File: src/rtl/bcd_calc_core.sv
`default_nettype none
// ============================================================================
// Module   : bcd_calc_core
// Purpose  : Calculator engine. Builds two DIGITS-wide packed-BCD operands
//            from translated key codes and runs a digit-serial BCD
//            add/subtract, one digit per cycle starting at the LSD. Supports
//            chained operators, repeat-equals, a negative-result flag and a
//            sticky overflow. The display data is taken directly from the
//            operand registers.
// Ports    : clk, resetn (async, active low)
//            key_valid/key_code/key_ready - key handshake (ready = !busy)
//            disp_bcd, disp_sel, op_out, disp_neg, overflow - display side
//            busy, result_valid - calculation status
// Revision : 1.0 - initial release
// ============================================================================
module bcd_calc_core #(
  parameter int DIGITS   = 4,
  parameter bit CHAIN_EN = 1'b1
) (
  input  logic                clk,
  input  logic                resetn,
  input  logic                key_valid,
  input  logic [3:0]          key_code,
  output logic                key_ready,
  output logic [4*DIGITS-1:0] disp_bcd,
  output logic [1:0]          disp_sel,
  output logic [1:0]          op_out,
  output logic                disp_neg,
  output logic                overflow,
  output logic                busy,
  output logic                result_valid
);

  localparam int W  = 4 * DIGITS;
  localparam int CW = $clog2(DIGITS + 1);

  localparam logic [1:0] OP_NONE   = 2'b00;
  localparam logic [1:0] OP_ADD    = 2'b01;
  localparam logic [1:0] OP_SUB    = 2'b10;
  localparam logic [1:0] SEL_BLANK = 2'b00;
  localparam logic [1:0] SEL_A     = 2'b01;
  localparam logic [1:0] SEL_OP    = 2'b10;
  localparam logic [1:0] SEL_B     = 2'b11;

  typedef enum logic [2:0] {
    S_A    = 3'd0,
    S_OP   = 3'd1,
    S_B    = 3'd2,
    S_CALC = 3'd3,
    S_RES  = 3'd4,
    S_ERR  = 3'd5
  } state_t;

  state_t          state_q, state_d;
  state_t          post_q, post_d;
  logic [W-1:0]    a_q, a_d;
  logic [W-1:0]    b_q, b_d;
  logic [W-1:0]    x_q, x_d;
  logic [W-1:0]    y_q, y_d;
  logic [CW-1:0]   cnt_q, cnt_d;
  logic [CW-1:0]   calc_cnt_q, calc_cnt_d;
  logic [1:0]      op_q, op_d;
  logic [1:0]      pend_op_q, pend_op_d;
  logic [1:0]      sel_q, sel_d;
  logic            neg_q, neg_d;
  logic            ovf_q, ovf_d;
  logic            carry_q, carry_d;
  logic            rv_q, rv_d;

  // Key decode
  logic       accept, is_digit, is_op, is_clr, is_eq;
  logic [1:0] key_op;
  assign accept   = key_valid & key_ready;
  assign is_digit = (key_code <= 4'd9);
  assign is_op    = (key_code == 4'hA) || (key_code == 4'hB);
  assign is_clr   = (key_code == 4'hC);
  assign is_eq    = (key_code == 4'hD);
  assign key_op   = (key_code == 4'hA) ? OP_ADD : OP_SUB;

  // Subtraction always runs larger-minus-smaller so the result is a magnitude.
  logic swap;
  assign swap = (op_q == OP_SUB) && (a_q < b_q);

  // One-digit BCD adder/subtractor with carry/borrow from the previous digit.
  logic [4:0] add_raw, sub_raw;
  logic [3:0] dig_sum;
  logic       dig_cy;
  always_comb begin
    add_raw = {1'b0, x_q[3:0]} + {1'b0, y_q[3:0]} + {4'd0, carry_q};
    sub_raw = {1'b0, x_q[3:0]} - {1'b0, y_q[3:0]} - {4'd0, carry_q};
    dig_sum = add_raw[3:0];
    dig_cy  = 1'b0;
    if (op_q == OP_SUB) begin
      dig_cy  = sub_raw[4];
      dig_sum = sub_raw[4] ? (sub_raw[3:0] - 4'd6) : sub_raw[3:0];
    end else begin
      dig_cy  = (add_raw > 5'd9);
      dig_sum = dig_cy ? (add_raw[3:0] + 4'd6) : add_raw[3:0];
    end
  end

  logic   launch;
  state_t launch_post;

  always_comb begin
    state_d     = state_q;
    post_d      = post_q;
    a_d         = a_q;
    b_d         = b_q;
    x_d         = x_q;
    y_d         = y_q;
    cnt_d       = cnt_q;
    calc_cnt_d  = calc_cnt_q;
    op_d        = op_q;
    pend_op_d   = pend_op_q;
    sel_d       = sel_q;
    neg_d       = neg_q;
    ovf_d       = ovf_q;
    carry_d     = carry_q;
    rv_d        = 1'b0;
    launch      = 1'b0;
    launch_post = S_RES;

    if (state_q == S_CALC) begin
      // x doubles as the result register: each result digit enters at the
      // top while the consumed operand digit leaves at the bottom.
      x_d        = {dig_sum, x_q[W-1:4]};
      y_d        = {4'd0, y_q[W-1:4]};
      carry_d    = dig_cy;
      calc_cnt_d = calc_cnt_q + 1'b1;
      if (calc_cnt_q == CW'(DIGITS - 1)) begin
        a_d  = {dig_sum, x_q[W-1:4]};
        rv_d = 1'b1;
        if (post_q == S_OP) begin
          op_d = pend_op_q;
        end
        if ((op_q == OP_ADD) && dig_cy) begin
          ovf_d   = 1'b1;
          state_d = S_ERR;
          sel_d   = SEL_A;
        end else begin
          state_d = post_q;
          sel_d   = (post_q == S_OP) ? SEL_OP : SEL_A;
        end
      end
    end else if (accept) begin
      if (is_clr) begin
        state_d    = S_A;
        post_d     = S_A;
        a_d        = '0;
        b_d        = '0;
        x_d        = '0;
        y_d        = '0;
        cnt_d      = '0;
        calc_cnt_d = '0;
        op_d       = OP_NONE;
        pend_op_d  = OP_NONE;
        sel_d      = SEL_BLANK;
        neg_d      = 1'b0;
        ovf_d      = 1'b0;
        carry_d    = 1'b0;
      end else begin
        case (state_q)
          S_A: begin
            if (is_digit) begin
              if (cnt_q < CW'(DIGITS)) begin
                a_d   = {a_q[W-5:0], key_code};
                cnt_d = cnt_q + 1'b1;
              end
              sel_d = SEL_A;
            end else if (is_op) begin
              op_d    = key_op;
              state_d = S_OP;
              sel_d   = SEL_OP;
            end
          end
          S_OP: begin
            if (is_digit) begin
              b_d     = {{(W-4){1'b0}}, key_code};
              cnt_d   = CW'(1);
              state_d = S_B;
              sel_d   = SEL_B;
            end else if (is_op) begin
              op_d = key_op;
            end
          end
          S_B: begin
            if (is_digit) begin
              if (cnt_q < CW'(DIGITS)) begin
                b_d   = {b_q[W-5:0], key_code};
                cnt_d = cnt_q + 1'b1;
              end
            end else if (is_eq) begin
              launch      = 1'b1;
              launch_post = S_RES;
            end else if (is_op && CHAIN_EN) begin
              // The new operator only takes effect once the pending one is done.
              launch      = 1'b1;
              launch_post = S_OP;
              pend_op_d   = key_op;
            end
          end
          S_RES: begin
            if (is_digit) begin
              a_d     = {{(W-4){1'b0}}, key_code};
              cnt_d   = CW'(1);
              neg_d   = 1'b0;
              state_d = S_A;
              sel_d   = SEL_A;
            end else if (is_op && !neg_q) begin
              op_d    = key_op;
              state_d = S_OP;
              sel_d   = SEL_OP;
            end else if (is_eq && !neg_q) begin
              // Repeat-equals: previous operator applied again with retained B.
              launch      = 1'b1;
              launch_post = S_RES;
            end
          end
          default: ;
        endcase
      end
    end

    if (launch) begin
      state_d    = S_CALC;
      post_d     = launch_post;
      x_d        = swap ? b_q : a_q;
      y_d        = swap ? a_q : b_q;
      neg_d      = swap;
      carry_d    = 1'b0;
      calc_cnt_d = '0;
    end
  end

  always_ff @(posedge clk or negedge resetn) begin
    if (!resetn) begin
      state_q    <= S_A;
      post_q     <= S_A;
      a_q        <= '0;
      b_q        <= '0;
      x_q        <= '0;
      y_q        <= '0;
      cnt_q      <= '0;
      calc_cnt_q <= '0;
      op_q       <= OP_NONE;
      pend_op_q  <= OP_NONE;
      sel_q      <= SEL_BLANK;
      neg_q      <= 1'b0;
      ovf_q      <= 1'b0;
      carry_q    <= 1'b0;
      rv_q       <= 1'b0;
    end else begin
      state_q    <= state_d;
      post_q     <= post_d;
      a_q        <= a_d;
      b_q        <= b_d;
      x_q        <= x_d;
      y_q        <= y_d;
      cnt_q      <= cnt_d;
      calc_cnt_q <= calc_cnt_d;
      op_q       <= op_d;
      pend_op_q  <= pend_op_d;
      sel_q      <= sel_d;
      neg_q      <= neg_d;
      ovf_q      <= ovf_d;
      carry_q    <= carry_d;
      rv_q       <= rv_d;
    end
  end

  assign busy         = (state_q == S_CALC);
  assign key_ready    = !busy;
  assign disp_bcd     = (state_q == S_B) ? b_q : a_q;
  assign disp_sel     = sel_q;
  assign op_out       = op_q;
  assign disp_neg     = neg_q;
  assign overflow     = ovf_q;
  assign result_valid = rv_q;

endmodule
`default_nettype wire

File: config.mk
export PLATFORM = sky130hd
export DESIGN_NAME = bcd_calc_core
export DESIGN_NICKNAME = d
export VERILOG_FILES = /design/src/rtl/bcd_calc_core.sv
export SDC_FILE = /design/constraint.sdc
export NUM_CORES = 1
export LEC_CHECK = 0
export ABC_AREA = 1
export CAP_MARGIN = 25
export CELL_PAD_IN_SITES_DETAIL_PLACEMENT = 1
export CELL_PAD_IN_SITES_GLOBAL_PLACEMENT = 2
export CORE_ASPECT_RATIO = 2
export CORE_UTILIZATION = 37
export CTS_BUF_LIST = sky130_fd_sc_hd__clkbuf_16
export DETAILED_ROUTE_END_ITERATION = 10
export DONT_BUFFER_PORTS = 1
export PLACE_DENSITY_LB_ADDON = 0.12
export SYNTH_ARGS = -nofsm -noshare
export SYNTH_HDL_FRONTEND = slang
export SYNTH_SLANG_ARGS = --single-unit
File: constraint.sdc
create_clock -name clk -period 3 [get_ports clk]
set_input_delay 0.3 -clock clk [delete_from_list [all_inputs] [get_ports clk]]
set_output_delay 0.3 -clock clk [all_outputs]
set_load 0.02 [all_outputs]
==> flow_summary.toml <==
[final_layout]
post_route_cells_drive_above_1_share = 0.123
post-route-util = 0.417
seqCellArea_sq_um = 2130
post_layout_nonfiller_instances = 1010
area_delta_synth_final_pct = 10.5
inserted_diodes = 0
post-route-cell-area_sq_um = 6380
final.fill_count = 1965
finish.net_count = 848
area_of_combinational_cells_with_multiple_inputs_sq_um = 3060

[logic_synthesis]
yosysWarnings = 0
synth_top_area_frac = 0.368
synth-edff-count = 0
ranking_of_synthesized_cells_by_area = "sky130_fd_sc_hd__dfrtp_1 (37%), sky130_fd_sc_hd__nand2_1 (15%), sky130_fd_sc_hd__nand3_1 (9.7%), sky130_fd_sc_hd__ha_1 (6.5%), sky130_fd_sc_hd__inv_1 (5.9%)"
synthesis.area_per_instance_sq_um = 7.18
synth-async-reset-ratio = 1.00
synth_nets = 845
synth_cell_types = 45
ys_seq_elements = 85
netlist.top_cell.by_area = "sky130_fd_sc_hd__dfrtp_1"
yosysSeqAreaShare = 0.368
yosys.cell_count.top_type = "sky130_fd_sc_hd__nand2_1"
synth_top_cells_by_count = "sky130_fd_sc_hd__nand2_1 (233), sky130_fd_sc_hd__nand3_1 (112), sky130_fd_sc_hd__inv_1 (91)"
synthesized_instance_count = 804
synth-main-ff-cell = "sky130_fd_sc_hd__dfrtp_1"
mappedNetlistArea_sq_um = 5770

[clocking]
cts.sinks = 85
ctsHtreeMaxLevel = 3
cts_tree = "done"
clk_root_buffer_cell = "sky130_fd_sc_hd__clkbuf_16"
clkTransAtPathRegs_ns = 0.06
cts_made_buffers = 9
insertion_delay_ns = 0.35
cts.path.max_buffers = 2

[setup_path]
timing.critical_path.fanout_max = 4
worstPathArrival_ns = 3.09
ff2ff_setup_slack_ns = 0.13
reg2reg_from = "x_q[0]"
cp-end-kind = "flip-flop"
crit-reg2reg-capture = "x_q[14]"
timing.reg2reg.worst_path_depth = 15
data_required_time_of_the_critical_path_ns = 3.23
cp-start-kind = "flip-flop"
crit_type = "flip-flop to flip-flop"

[routing]
drc = 0
detailroute.via_count = 5525
wirelength_um = 21300
routedWlPerCell_um = 21.1
drt-vias-per-instance = 5.47
final_antenna_net_count = 0
first_iter_violations = 239
drt-pass1-iter-count = 4

[global_routing]
grt_first_pass_wirelength_um = 33400
grt_start_max_net_pins = 86
globalRouteTotalUtil = 0.279
grt_total_ovfl = 0
initial_antenna_violation_count = 0
first_global_vias = 5949

[power_and_ir_drop]
vdd_drop_max_v = 0.000470
power_per_cell_area_nw_per_um2 = 1230
power.leakage_nw = 3.13

[placed_design]
buffer_ports.inserted = 0
gp_congestion = 0.906
hpwlAfterDp_um = 15800
place_inst = 989
detailed_place.area_sq_um = 5980

[sta]
maxSlewViolCount = 0
hold-worst-slack_ns = 0.136
post-route-period-util = 0.955
clock-skew-final_ns = 0.0104
timing.setup.tns_ns = 0
hold_violations = 0
slew_worst_pin_ns = 0.708
slew_headroom = 0.527
fmaxAchievable_ghz = 0.349
setup_viol = 0
min_period_ns = 2.87

[hold_path]
hp-class = "input pin to flip-flop"
holdPathEnd = "b_q[2]"
hold_path_startpoint = "key_code[2]"
cell_count_of_the_worst_hold_path = 2

[die]
die_height_um = 179
rows = 64
dieWidth_um = 90.3
io-pin-count = 32
start_util = 0.377
core_area_sq_um = 15300
die_area_sq_um = 16100

[flow_run]
timing.max_cap.violations = 0

[run_status]
run_status = "completed"
==> logic make-up after synthesis <==
logic type | Yosys count | synth area share
compound gates | 136 | 0.140
xor+xnor | 2 | 0.00303
fa+ha+maj | 34 | 0.0789
buf+inv | 148 | 0.107
flops | 85 | 0.368
simple gates | 399 | 0.303
==> worst max path at each step <==
stage	to	cells past startpoint	slack (ns)	start
after floorplan	overflow	15	0.38	x_q[0]
after global placement	overflow	15	0.13	x_q[0]
after detailed placement	overflow	15	-0.06	x_q[0]
after CTS	overflow	15	0.03	x_q[0]
after global routing	overflow	14	-0.005	x_q[0]
final	x_q[14]	15	0.13	x_q[0]
==> cell type report <==
| cell class | instances | share of cell area |
|---|---|---|
| clock inverters | 7 | 0.0127 |
| inverters | 115 | 0.0677 |
| well taps | 198 | 0.0388 |
| flip-flops and latches | 85 | 0.334 |
| clock buffers | 9 | 0.0353 |
| multi-input cells | 571 | 0.479 |
| repair buffers | 25 | 0.0329 |
==> worst max-delay path: stages, from the launching register on <==
cell                      delay (ns)
sky130_fd_sc_hd__dfrtp_2        0.44
sky130_fd_sc_hd__fa_2           0.42
sky130_fd_sc_hd__fa_2           0.56
sky130_fd_sc_hd__inv_1          0.07
sky130_fd_sc_hd__ha_1           0.18
sky130_fd_sc_hd__inv_1          0.09
sky130_fd_sc_hd__a21oi_1        0.07
sky130_fd_sc_hd__a21oi_1        0.16
sky130_fd_sc_hd__nand3_1        0.14
sky130_fd_sc_hd__nand2_2        0.13
sky130_fd_sc_hd__buf_4          0.14
sky130_fd_sc_hd__nand2_1        0.05
sky130_fd_sc_hd__nand3_1        0.07
sky130_fd_sc_hd__nand2_1        0.06
sky130_fd_sc_hd__nand2_1        0.08
sky130_fd_sc_hd__nand3_1        0.08
==> power by group <==
part,switching (mW),total [mW],internal [mW]
combinational,3.05,4.59,1.53
sequential,0.466,2.07,1.60
clock,0.487,1.21,0.719
==> registers in the layout, summed over array words and instances, names as in the netlist, 2 cells and up <==
| register | count |
|---|---|
| pend_op_q | 2 |
| op_out | 2 |
| x_q | 16 |
| b_q | 16 |
| y_q | 16 |
| post_q | 2 |
| calc_cnt_q | 3 |
| cnt_q | 3 |
| state_q | 3 |
| a_q | 16 |
| disp_sel | 2 |
==> cell usage in the layout (no fill, tap or decap), types with 4 or more instances in the layout <==
master	instances
sky130_fd_sc_hd__o211ai_1	4
sky130_fd_sc_hd__inv_2	24
sky130_fd_sc_hd__ha_1	30
sky130_fd_sc_hd__buf_4	23
sky130_fd_sc_hd__o21ai_2	10
sky130_fd_sc_hd__o21ai_0	49
sky130_fd_sc_hd__nand3_1	111
sky130_fd_sc_hd__nor2_2	4
sky130_fd_sc_hd__a21oi_1	23
sky130_fd_sc_hd__o21ai_1	24
sky130_fd_sc_hd__nand2_2	8
sky130_fd_sc_hd__o21bai_1	12
sky130_fd_sc_hd__inv_1	92
sky130_fd_sc_hd__nor2_1	31
sky130_fd_sc_hd__nand2_1	229
sky130_fd_sc_hd__clkbuf_16	9
sky130_fd_sc_hd__a21oi_2	4
sky130_fd_sc_hd__dfrtp_1	84
==> per-layer routing <==
| metal | track usage | share of wire | wire [um] | vias up |
|---|---|---|---|---|
| met3 | 0.0360 | 0.031 | 667 | 70 |
| met5 | 0 | 0 | 0 | - |
| li1 | - | - | - | 2604 |
| met2 | 0.518 | 0.54 | 11400 | 140 |
| met1 | 0.284 | 0.36 | 7660 | 2711 |
| met4 | 0.205 | 0.072 | 1540 | 0 |
==> per-stage QoR <==
| stage | power [mW] | setup WS [ns] |
|---|---|---|
| detailed placement | 6.46 | -0.0594 |
| global route | 8.55 | -0.00525 |
| floorplan | 5.10 | 0.384 |
| finish | 7.86 | 0.135 |
| CTS | 7.83 | 0.0303 |
| global placement | 6.25 | 0.133 |
==> repair_timing <==
item / in CTS / in global routing
cloned: 0 / 0
pin swaps: 1 / 1
setup endpoints to repair: 4 / 11
buffers inserted: 2 / 1
hold endpoints to repair: 85 / 0
hold buffers: 2 / 0
resized for setup: 1 / 9
Power figures use the tool's default switching activity.
